==> src/rtl/swing_gatherer.sv <==
// Packs W-bit Ai/Bi/ANDi beats into DEPTH-beat words and flags ANDi bits outside (Ai^Bi).
// Latency: out_valid rises on the edge that accepts the completing beat (or the flush).
// Backpressure: while a word is held, in_ready follows out_ready; a handoff may accept a beat in the same cycle.
module swing_gatherer #(
  parameter int W     = 4,
  parameter int DEPTH = 8
) (
  input  logic                         clk,
  input  logic                         reset,
  input  logic [W-1:0]                 Ai,
  input  logic [W-1:0]                 Bi,
  input  logic [W-1:0]                 ANDi,
  input  logic                         in_valid,
  output logic                         in_ready,
  input  logic                         flush,
  output logic                         out_valid,
  input  logic                         out_ready,
  output logic [W*DEPTH-1:0]           Ao_word,
  output logic [W*DEPTH-1:0]           Bo_word,
  output logic [W*DEPTH-1:0]           ANDo_word,
  output logic [$clog2(DEPTH+1)-1:0]   out_beats,
  output logic                         err
);

  localparam int CW = $clog2(DEPTH + 1);
  localparam int NW = W * DEPTH;

  typedef enum logic {FILL, HOLD} state_t;

  state_t          state_q, state_d;
  logic [CW-1:0]   count_q, count_d, beats_d;
  logic [NW-1:0]   a_d, b_d, n_d;
  logic            accept;
  logic            bad_beat;

  assign in_ready  = reset && (state_q == FILL || out_ready);
  assign accept    = in_valid && in_ready;
  assign bad_beat  = |(ANDi & ~(Ai ^ Bi));
  assign out_valid = (state_q == HOLD);

  always_ff @(posedge clk or negedge reset) begin
    if (!reset) state_q <= FILL;
    else        state_q <= state_d;
  end

  always_comb begin
    state_d = state_q;
    count_d = count_q;
    beats_d = out_beats;
    a_d     = Ao_word;
    b_d     = Bo_word;
    n_d     = ANDo_word;
    case (state_q)
      FILL: begin
        if (accept) begin
          a_d[count_q*W +: W] = Ai;
          b_d[count_q*W +: W] = Bi;
          n_d[count_q*W +: W] = ANDi;
          count_d = count_q + CW'(1);
          // A beat arriving with flush is stored before the word is closed.
          if (count_q == CW'(DEPTH - 1) || flush) begin
            state_d = HOLD;
            beats_d = count_q + CW'(1);
          end
        end else if (flush && count_q != '0) begin
          state_d = HOLD;
          beats_d = count_q;
        end
      end
      HOLD: begin
        if (out_ready) begin
          state_d = FILL;
          count_d = '0;
          beats_d = '0;
          a_d     = '0;
          b_d     = '0;
          n_d     = '0;
          if (in_valid) begin
            a_d[W-1:0] = Ai;
            b_d[W-1:0] = Bi;
            n_d[W-1:0] = ANDi;
            count_d    = CW'(1);
            // A single-beat word is already complete.
            if (DEPTH == 1) begin
              state_d = HOLD;
              beats_d = CW'(1);
            end
          end
        end
      end
      default: state_d = FILL;
    endcase
  end

  always_ff @(posedge clk or negedge reset) begin
    if (!reset) begin
      count_q   <= '0;
      out_beats <= '0;
      Ao_word   <= '0;
      Bo_word   <= '0;
      ANDo_word <= '0;
      err       <= 1'b0;
    end else begin
      count_q   <= count_d;
      out_beats <= beats_d;
      Ao_word   <= a_d;
      Bo_word   <= b_d;
      ANDo_word <= n_d;
      if (accept && bad_beat) err <= 1'b1;
    end
  end

endmodule

==> config.mk <==
export PLATFORM = sky130hd
export DESIGN_NAME = swing_gatherer
export DESIGN_NICKNAME = d
export VERILOG_FILES = /design/src/rtl/swing_gatherer.sv
export SDC_FILE = /design/constraint.sdc
export NUM_CORES = 1
export LEC_CHECK = 0
export ABC_AREA = 1
export ABC_CLOCK_PERIOD_IN_PS = 4600
export CAP_MARGIN = 15
export CORE_ASPECT_RATIO = 1.4
export CORE_UTILIZATION = 62
export CTS_BUF_LIST = sky130_fd_sc_hd__clkbuf_4
export CTS_CLUSTER_SIZE = 30
export DETAILED_ROUTE_END_ITERATION = 8
export DONT_BUFFER_PORTS = 1
export MAX_ROUTING_LAYER = met4
export PLACE_DENSITY = 0.87
export SLEW_MARGIN = 25
export SYNTH_ARGS = -nofsm -noshare
export SYNTH_HDL_FRONTEND = slang
export SYNTH_SLANG_ARGS = --single-unit
==> constraint.sdc <==
create_clock -name clk -period 4.6 [get_ports clk]
set_input_delay 0.46 -clock clk [delete_from_list [all_inputs] [get_ports clk]]
set_output_delay 0.46 -clock clk [all_outputs]
set_load 0.01 [all_outputs]
# Word-level counts from Yosys, hierarchy flattened
# Cells that the tools add are included.
# op_classes
addsub	2
multipliers	0
n_div	0
magnitude_cmp	0
eq_ne	5
shift	4
n_mux	29
n_bitwise	4
reduce_logical	10
# op_table
op	count
two-way mux 32 bit	6
case mux 32 bit (2 select lines)	3
indexed part select 4 x 34 -> 32 bit	3
bitwise mux 32 bit	3
two-way mux 4 bit	9
negation 6 -> 34 bit	1
variable shift 4 x 34 -> 32 bit, first input constant	1
case mux 4 bit (2 select lines)	2
inequality test 3 x 2 -> 1 bit, second input constant	2
two-way mux 1 bit	5
adder 4 x 1 -> 4 bit, second input constant	1
AND 4 bit	1
== test 4 x 3 -> 1 bit, second input constant	1
logical AND 1 bit	4
inequality test 2 bit, second input constant	2
inverter 4 bit	1
nonzero test 4 bit	1
OR reduction 4 bit	1
bitwise XOR 4 bit	1
AND reduction 3 bit	1
logical OR 1 bit	2
case mux 1 bit (2 select lines)	1
AND reduction 2 bit	1
inverter 1 bit	1
# totals
register_bits	106
latchBits	0
ram_bits	0
mem_bits_ro	0
wordCells	61
memories	0

# Logic depth before layout (Yosys ltp)
# Gate-level depths: netlist (run 1).
# logic_depth
word_depth	6
depth_mapped	15
depth_no_buf	12

# Least setup slack after synthesis (run 1)
# No wires, ideal clock.
# synth_path
path_kind	register to register
from	register count_q[0]
to	register Ao_word[10]
setup_time_ps	66
t_arrival_ps	1973
path_slack_ps	2560
path_stages_with_launch	13
n_path_buf	4
cell_sequence	dfrtp_1 > buf_2 > inv_1 > buf_2 > ha_1 > inv_2 > nor2_1 > nand2_1 > inv_1 > buf_2 > buf_4 > nand4_1 > nand2_1
# synth_between
elab_chain_len	5
elab_cells_between_ends	6
cone_classes	add/sub (1); shift (2); mux (3)
# synth_rtl
element	line	text
start, declared	31	logic [CW-1:0] count_q, count_d, beats_d;
start signal, assigned	104	count_q <= count_d;
negation 6 -> 34 bit (*)	56	a_d[count_q*W +: W] = Ai;
indexed part select 4 x 34 -> 32 bit or variable shift 4 x 34 -> 32 bit (tied branches)	56	
bitwise mux 32 bit (*)	56	
two-way mux 32 bit (*)	55	if (accept) begin
case mux 32 bit (2 select lines) (*)	53	case (state_q)
end signal, assigned	99	Ao_word <= '0;
end signal, assigned	106	Ao_word <= a_d;
end, declared	18	output logic [W*DEPTH-1:0] Ao_word,
# Mark *: on every way between the ends. The rest lies on a longest branch, timed or not. The select of a mux whose other input is x is not followed.
# A chain may end at the register's enable or synchronous reset.

# Worst setup path in the final report (run 1)
# layout_path
from	register count_q[0]
to	register Ao_word[9]
# Same word-level chain as after synthesis.

==> run metrics, run 1 <==
Vias=4,252; final weighted congestion in routability-driven placement=1.02; syn_nets=670; clock tree root buffer cell=clkbuf_4; crit path DAT=3790 ps; Final Slew Violations=0; Mapped Avg Cell Area=around 8.0 um2; Logic pwr share=0.374; status=finished clean; Hold Path Class=primary input to flip-flop; cell count after synthesis=between 600 and 700; fin cells=about 740; fin area=approximately 5300 um2; placed wire-length estimate=9230 um; die area=8770 um2; Worst Hold Slack=170 ps; metal2 WL=approximately 6000 um; Setup Total Neg Slack=0 ps; RSZ-0062 raised after global routing=false; Detail Route Antenna Nets=0; cts repair resizes=0; fmax=291 MHz; PD cells=513 nW/um2; clk_lat worst skew=between 400 and 500 ps; Seq/Total Area, Yosys=0.510; first-pass GRT wire length=20,600 um; layout cells sized above 1=0.0850; final period utilization=0.746; Synth area leaders=dfrtp_1 51%, nand2_1 17%, nand3_1 4.7%, inv_1 4.3%, nand4_1 4.0%; die width=79.4 um; WL met3=roughly 1100 um; CTS clk-pin slew, worst paths=150 ps; cell type with the largest total area after synthesis=dfrtp_1; # DRC=0; initial antenna violation count=0; list of most frequent post-synthesis cells=232 x nand2_1, 106 x dfrtp_1, 60 x inv_1; EDFF count, synth=0; # rows=39; fin util=0.651; CTS sink cnt=106; Filler cells=698; First-pass DRT Iterations=7; DP Area=5130 um2; total CTS buffers=9; #FFs+latches synth=106; vias per cell=5.77; Seq pwr share=0.449; ys flop type=dfrtp_1; power share of the clock group=0.177; Power Internal=around 1.5 mW; initial DRC count=499; Area growth syn-to-layout=2.00%; largest net degree at the start of global routing=approximately 110; mapped cell area=5200 um2; CTS H-Tree Depth=3; VDD IR-drop max=0.386 mV; Initial Util=0.638; crit path max fanout=38; Worst slew margin=0.330; minimum clock period=3430 ps; IO buf count=0; Yosys top cell area share=0.510; GRT Resource Usage Total=0.321; vias in the first global route=4,162; Ys Warns=0; Setup CP Type=flip-flop to flip-flop; Congestion Overflow GR=0; CTS tree=built; post-synthesis cell type count=29; Net Sw Power=1.27 mW; drt wl/cell=17.4 um; final wirelength=12,800 um; placed cell count=719; max_cap viols=0; worst-margin pin slew=999 ps; skew final=16.3 ps; Final Hold Vio Count=0; top-count cell post-synth=nand2_1; final setup fails=0; Final Net Count=650; Critical Path Start Type=flip-flop; max layer used=met4; maximum buffer depth of the clock tree=2; met1 WL=between 5000 and 6000 um; Post-synth ARST share=1.00; Die Ht=110 um; Lkg Pwr=2.81 nW; crit path capture type=flip-flop; critical path required time=4960 ps; I/O pin total=120; Diodes inserted=0; sw frac=0.465; core area=approximately 8100 um2
-- critical path: stages (launching register included) --
cell and delay [ps]:
dfrtp_1 740, inv_1 340, ha_1 480, inv_2 140, nor2_1 50, nand2_1 230
clkinv_1 840, nand4_1 420, nand2_1 90
-- final timing paths --
kind | start | endpoint | slack, ps | cells after the start
worst min-delay path | out_ready | out_valid | 170 | 3
min in group asynchronous | reset | ANDo_word[14] | 580 | 2
worst min register to register | err | err | 560 | 1
worst max register to register | count_q[0] | Ao_word[9] | 1170 | 8
worst max-delay path | count_q[0] | Ao_word[9] | 1170 | 8
max in group asynchronous | reset | count_q[0] | 3650 | 2
-- what timing repair did --
action / CTS / global route
hold buffers: 2 / 0
hold endpoints to repair: 106 / 0
setup buffers: 0 / 0
setup endpoints to repair: 0 / 0
-- power groups by stage --
stage	logic, mW	clock network (mW)	registers [mW]
floorplan	0.869	0	1.18
global placement	0.958	0	1.23
detailed placement	0.980	0	1.24
CTS	1.00	0.490	1.22
global route	1.14	0.530	1.24
finish	1.02	0.483	1.22
-- layout by cell type, fill, tap and decap left out, types with 3 or more instances in the layout --
cell type,n
dfrtp_1,106
nor2_2,4
nand3_1,49
ha_1,3
o21ai_0,25
or2_0,8
nand2_1,232
nor2_4,3
nand4_1,33
o21ai_2,12
inv_1,59
nand2_2,7
o21ai_1,12
a21oi_1,8
clkbuf_4,10
nor2_1,37
inv_2,5
-- metrics by stage --
| step | power (mW) | setup slack (ps) |
|---|---|---|
| after global routing | 2.90 | 892 |
| final | 2.72 | 1170 |
| after floorplan | 2.05 | 2560 |
| after global placement | 2.19 | 1420 |
| after detailed placement | 2.22 | 1340 |
| after CTS | 2.72 | 1290 |
-- layer usage --
metal / vias to the layer above / track usage
met5: - / -
met4: 0 / 0.132
met3: 43 / 0.0774
met2: 216 / 0.498
met1: 1977 / 0.403
li1: 2016 / -
-- area by class of cell --
cell class                 instances  area, um2  share of cell area
sequential                       106       2650               0.500
multi-input combinational        445       2100               0.395
inverter                          65        244              0.0460
tap                              102        128              0.0241
clock buffer                      10       75.1              0.0141
clock inverter                     6       65.1              0.0123
timing repair buffer               3       45.0             0.00849
-- logic make-up after synthesis --
family | synth area share
AO/OA/AOI/OAI | 0.0712
XOR/XNOR | 0.00337
adder cells (fa/ha/maj) | 0.00722
buffers and inverters | 0.0871
flip-flops | 0.510
AND/OR/NAND/NOR | 0.321
-- registers in the layout (all words and copies together), names as in the netlist --
register and flops:
ANDo_word 32, Ao_word 32, Bo_word 32, count_q 4, err 1, out_beats 4
out_valid 1
No activity file was read; power rests on OpenSTA's default activity.
==> inputs of run 2 (changes only) <==
ABC_CLOCK_PERIOD_IN_PS = 3500   (was 4600)
clock period = 3.5 ns   (was 4.6 ns; I/O delays follow)
==> run metrics, run 2 (synthesis gave the netlist of run 1 again) <==
status=finished clean (unchanged); CP peak stage delay=480 ps (was 840 ps); worst-margin pin slew=769 ps (was 999 ps); Critical Path Start Type=flip-flop (unchanged); initial antenna violation count=1 (was 0); First-pass DRT Iterations=6 (was 7); Area growth syn-to-layout=3.13% (was 2.00%); final wirelength=13,100 um (was 12,800 um); largest net degree at the start of global routing=107 (unchanged); maximum buffer depth of the clock tree=2 (unchanged); crit path DAT=2960 ps (was 3790 ps); CTS tree=built (unchanged); Place WS=953 ps (was 1340 ps); fmax=384 MHz (was 291 MHz); Final Hold Vio Count=0 (unchanged); drt wl/cell=17.5 um (was 17.4 um); reg2reg end=Bo_word[5] (was Ao_word[9]); final weighted congestion in routability-driven placement=0.933 (was 1.02); die area=8770 um2 (unchanged); Final Net Count=657 (was 650); clk_lat worst skew=490 ps (was 470 ps); first-pass GRT wire length=20,700 um (was 20,600 um); r2r startpoint=count_q[2] (was count_q[0]); Initial Util=0.638 (unchanged); Vias=4,370 (was 4,252); CTS H-Tree Depth=3 (unchanged); Setup Fix Bufs, Post-CTS=0 (unchanged); Setup CP Type=flip-flop to flip-flop (unchanged); # rows=39 (unchanged); Register-to-Register Setup Slack=900 ps (was 1170 ps); crit path capture type=flip-flop (unchanged); total CTS buffers=9 (unchanged); final period utilization=0.744 (was 0.746); Setup Total Neg Slack=0 ps (unchanged); Final Slew Violations=0 (unchanged); GRT Resource Usage Total=0.326 (was 0.321); Critical-path top delay cell=dfrtp_1 (was clkinv_1); vias in the first global route=4,137 (was 4,162); placed wire-length estimate=9390 um (was 9230 um); cell mode on critical path=nand2_1 (unchanged); CTS Hold Bufs=2 (unchanged); Die Ht=110 um (unchanged); CP endpoint=Bo_word[5] (was Ao_word[9]); clock tree root buffer cell=clkbuf_4 (unchanged); skew final=23.7 ps (was 16.3 ps); area of the multi-input gates=2100 um2 (unchanged); critical path required time=3860 ps (was 4960 ps); Worst slew margin=0.487 (was 0.330); R2R depth=11 (was 8); Filler cells=685 (was 698); sequential cell area=2650 um2 (unchanged); Congestion Overflow GR=0 (unchanged); layout cells sized above 1=0.0950 (was 0.0850); RSZ-0062 raised after global routing=false (unchanged); Worst Setup SP=count_q[2] (was count_q[0]); CTS clk-pin slew, worst paths=150 ps (about the same); most common cell after layout, fill and taps aside=nand2_1 (unchanged); worst setup margin=897 ps (was 1170 ps); commonest cells after routing, fill and taps aside=232 x nand2_1, 106 x dfrtp_1, 60 x inv_1 (was 232 x nand2_1, 106 x dfrtp_1, 59 x inv_1); cts repair resizes=0 (unchanged); IO buf count=0 (unchanged); VDD IR-drop max=0.507 mV (was 0.386 mV); Detail Route Antenna Nets=0 (unchanged); Lkg Pwr=2.86 nW (was 2.81 nW); initial DRC count=396 (was 499); crit path max fanout=15 (was 38); CP cell instances=nor2_1, nand2_1, inv_1, ha_1, inv_1, nor2_4, nand2_1, nand2_1, nand2_1, nand2_1, o21ai_0 (was inv_1, ha_1, inv_2, nor2_1, nand2_1, clkinv_1, nand4_1, nand2_1); CTS sink cnt=106 (unchanged); vias per cell=5.87 (was 5.77); Hold Path Class=primary input to flip-flop (unchanged); PD cells=679 nW/um2 (was 513 nW/um2); final setup fails=0 (unchanged); Regs by FF count=ANDo_word x32, Ao_word x32, Bo_word x32 (unchanged); max_cap viols=0 (unchanged); minimum clock period=2600 ps (was 3430 ps); # DRC=0 (unchanged); core area=8150 um2 (unchanged); I/O pin total=120 (unchanged); die width=79.4 um (unchanged)
-- run 2: changes by cell type in the layout (fill, tap and decap cells not counted) --
| cell | previous run | this run |
|---|---|---|
| inv_1 | 59 | 60 |
| clkinv_1 | 1 | 0 |
| diode_2 | 0 | 1 |
| inv_8 | 0 | 1 |
| buf_4 | 1 | 8 |
| clkbuf_4 | 10 | 9 |
-- run 2: how the worst min path moves through the flow --
stage / startpoint / to / slack, ps / depth (start not counted)
final: out_ready / out_valid / 50 / 3
after global routing: out_ready / out_valid / 50 / 3
after floorplan: reset / ANDo_word[0] / 50 / 0
after global placement: reset / Ao_word[25] / 60 / 0
after detailed placement: reset / ANDo_word[11] / 60 / 0
after CTS: out_ready / out_valid / 20 / 3
-- run 2: critical path, delay by kind of cell, from the launching register on --
kind                       cells  cell delay [ps]
DFF                            1              480
and+or+nand+nor                7             1400
buffers and inverters          2              230
adders and majority gates      1              280
AOI/OAI and AO/OA              1               80
-- run 2: where the power goes --
group | total (mW) | switching, mW | internal, mW
clock network | 0.645 | 0.419 | 0.225
registers | 1.58 | 0.204 | 1.38
logic | 1.42 | 1.08 | 0.339
-- run 2: layer usage --
layer / up-vias / wire length (um) / GRT usage
li1: 2037 / - / -
met4: 0 / 437 / 0.147
met5: - / 0 / -
met2: 209 / 6230 / 0.502
met1: 2089 / 5260 / 0.412
met3: 35 / 1140 / 0.0741
-- run 2: cell type report --
cell class	count	share of cell area
Clock buffer	9	0.0126
Tap cell	102	0.0238
Antenna cell	1	0.000466
Inverter	65	0.0455
Clock inverter	7	0.0142
Timing Repair Buffer	10	0.0182
Sequential cell	106	0.494
Multi-Input combinational cell	445	0.391
-- run 2: stage by stage --
stage / cell area [um2] / util / power [mW] / hold WS [ps] / std cells
2_1_floorplan: 5200 / - / 2.70 / 54.4 / 650
3_3_place_gp: 5180 / 0.636 / 2.92 / 57.6 / 726
3_5_place_dp: 5180 / 0.636 / 2.96 / 57.0 / 726
6_report: 5370 / 0.658 / 3.64 / 45.6 / 745
5_1_grt: 5370 / 0.658 / 3.87 / 52.8 / 745
4_1_cts: 5360 / 0.658 / 3.63 / 23.7 / 744
==> inputs of run 3 (changes only) <==
ABC_CLOCK_PERIOD_IN_PS = 2670   (was 3500)
clock period = 2.67 ns   (was 3.5 ns; I/O delays follow)
==> run metrics, run 3 (synthesis gave the netlist of run 1 again) <==
cell mode on critical path=nand2_1 (unchanged); I/O pin total=120 (unchanged); die area=8770 um2 (unchanged); critical path required time=3080 ps (was 3860 ps); Diodes inserted=0 (was 1); CTS sink cnt=106 (unchanged); Die Ht=110 um (unchanged); Net Sw Power=2.17 mW (was 1.70 mW); CTS clk-pin slew, worst paths=140 ps (was 150 ps); minimum clock period=2310 ps (was 2600 ps); Regs by FF count=ANDo_word x32, Ao_word x32, Bo_word x32 (unchanged); vias per cell=5.65 (was 5.87); VDD IR-drop max=0.680 mV (was 0.507 mV); Final Slew Violations=0 (unchanged); Final Net Count=666 (was 657); Final Hold Vio Count=0 (unchanged); Worst slew margin=0.519 (was 0.487); max_cap viols=0 (unchanged); fmax=434 MHz (was 384 MHz); Vias=4,250 (was 4,370); crit path capture type=flip-flop (unchanged); Critical-path top delay cell=dfrtp_1 (unchanged); sw frac=0.467 (about the same); IO buf count=0 (unchanged); die width=79.4 um (unchanged); power share of the clock group=0.152 (was 0.177); Setup CP Type=flip-flop to flip-flop (unchanged); cts repair resizes=0 (unchanged); PD cells=858 nW/um2 (was 679 nW/um2); vias in the first global route=4,081 (was 4,137); busiest grt layer=met2 (unchanged); final setup fails=0 (unchanged); fin cells=752 (was 745); total CTS buffers=9 (unchanged); placed wire-length estimate=9410 um (was 9390 um); # rows=39 (unchanged); Power Internal=2.47 mW (was 1.94 mW); RSZ-0062 raised after global routing=false (unchanged); Lkg Pwr=2.88 nW (was 2.86 nW); hold path depth=4 (was 3); CP peak stage delay=470 ps (was 480 ps); core area=8150 um2 (unchanged); drt wl/cell=17.2 um (was 17.5 um); crit path DAT=2720 ps (was 2960 ps); initial antenna violation count=0 (was 1); CP cell instances=nor2_1, nand2_1, inv_1, ha_1, inv_1, buf_4, nand2_1, nand2_1, nand2_1, inv_1, nand2_1, nand2_1 (was nor2_1, nand2_1, inv_1, ha_1, inv_1, nor2_4, nand2_1, nand2_1, nand2_1, nand2_1, o21ai_0); CTS Hold Bufs=10 (was 2); WP buf/inv=4 (was 2); final period utilization=0.864 (was 0.744); Filler cells=677 (was 685); Setup Total Neg Slack=0 ps (unchanged); status=finished clean (unchanged); crit path max fanout=13 (was 15); Detail Route Antenna Nets=0 (unchanged); cell family with most CP delay=simple AND/OR/NAND/NOR gates (unchanged); Area growth syn-to-layout=4.04% (was 3.13%); clock tree root buffer cell=clkbuf_4 (unchanged); Hold Path Class=primary input to flip-flop (unchanged); First-pass DRT Iterations=5 (was 6); CTS H-Tree Depth=3 (unchanged); global-route met3 utilization=0.0905 (was 0.0741); maximum buffer depth of the clock tree=2 (unchanged); GR Util met2=0.501 (was 0.502); Seq pwr share=0.442 (was 0.434); initial DRC count=421 (was 396); Congestion Overflow GR=0 (unchanged); met1 Usage GRT=0.402 (was 0.412); layout cells sized above 1=0.0923 (was 0.0950); commonest cells after routing, fill and taps aside=232 x nand2_1, 106 x dfrtp_1, 60 x inv_1 (unchanged); Worst Hold Slack=22.7 ps (was 45.6 ps); Logic pwr share=0.407 (was 0.389); CTS tree=built (unchanged); most common cell after layout, fill and taps aside=nand2_1 (unchanged); first-pass GRT wire length=20,600 um (was 20,700 um); R2R depth=12 (was 11); final wirelength=12,900 um (was 13,100 um); instance count on the critical path=12 (was 11); Critical Path Start Type=flip-flop (unchanged); largest net degree at the start of global routing=107 (unchanged); clk_lat worst skew=470 ps (was 490 ps); Setup Fix Bufs, Post-CTS=0 (unchanged); # DRC=0 (unchanged); placed cell count=727 (was 726); skew final=10.7 ps (was 23.7 ps); worst-margin pin slew=721 ps (was 769 ps); Initial Util=0.638 (unchanged); GRT Resource Usage Total=0.325 (was 0.326); final weighted congestion in routability-driven placement=0.947 (was 0.933)
[run 3: per-stage QoR]
stage	worst slack [ps]	cell area, um2	total power [mW]	utilization
after CTS	370	5410	4.64	0.664
final	363	5410	4.64	0.664
after global placement	526	5190	3.85	0.637
after floorplan	630	5200	3.53	-
after detailed placement	399	5190	3.90	0.637
after global routing	127	5410	4.96	0.664
[run 3: power groups by stage]
stage | clock (mW) | sequential, mW | combinational, mW
2_1_floorplan | 0 | 2.04 | 1.50
3_3_place_gp | 0 | 2.07 | 1.78
3_5_place_dp | 0 | 2.08 | 1.82
4_1_cts | 0.715 | 2.05 | 1.87
5_1_grt | 0.788 | 2.08 | 2.10
6_report | 0.704 | 2.05 | 1.89
[run 3: worst paths after layout]
check / startpoint / endpoint / slack, ps
worst min-delay path: Bi[0] / Bo_word[0] / 20
min in group asynchronous: reset / Bo_word[8] / 390
worst max-delay path: count_q[2] / Bo_word[1] / 360
max in group asynchronous: reset / Bo_word[2] / 1900
worst max register to register: count_q[2] / Bo_word[1] / 360
worst min register to register: err / err / 560
[run 3: final cells by class]
type	instances	area, um2	share of cell area
Timing Repair Buffer	19	185	0.0342
Clock buffer	10	75.1	0.0139
Inverter	65	244	0.0451
Clock inverter	5	31.3	0.00578
Sequential cell	106	2650	0.490
Tap cell	102	128	0.0236
Multi-Input combinational cell	445	2100	0.387
[run 3: layer usage]
metal	part of all wire	wire, um
met2	0.48	6210
met3	0.091	1180
met5	0	0
met4	0.025	322
met1	0.40	5230
[run 3: worst reg2reg max path, stage by stage (launching register included)]
cell and delay, ps:
dfrtp_1 470, nor2_1 150, nand2_1 80, inv_1 60, ha_1 230, inv_1 110
buf_4 180, nand2_1 80, nand2_1 60, nand2_1 260, inv_1 380, nand2_1 120
nand2_1 80
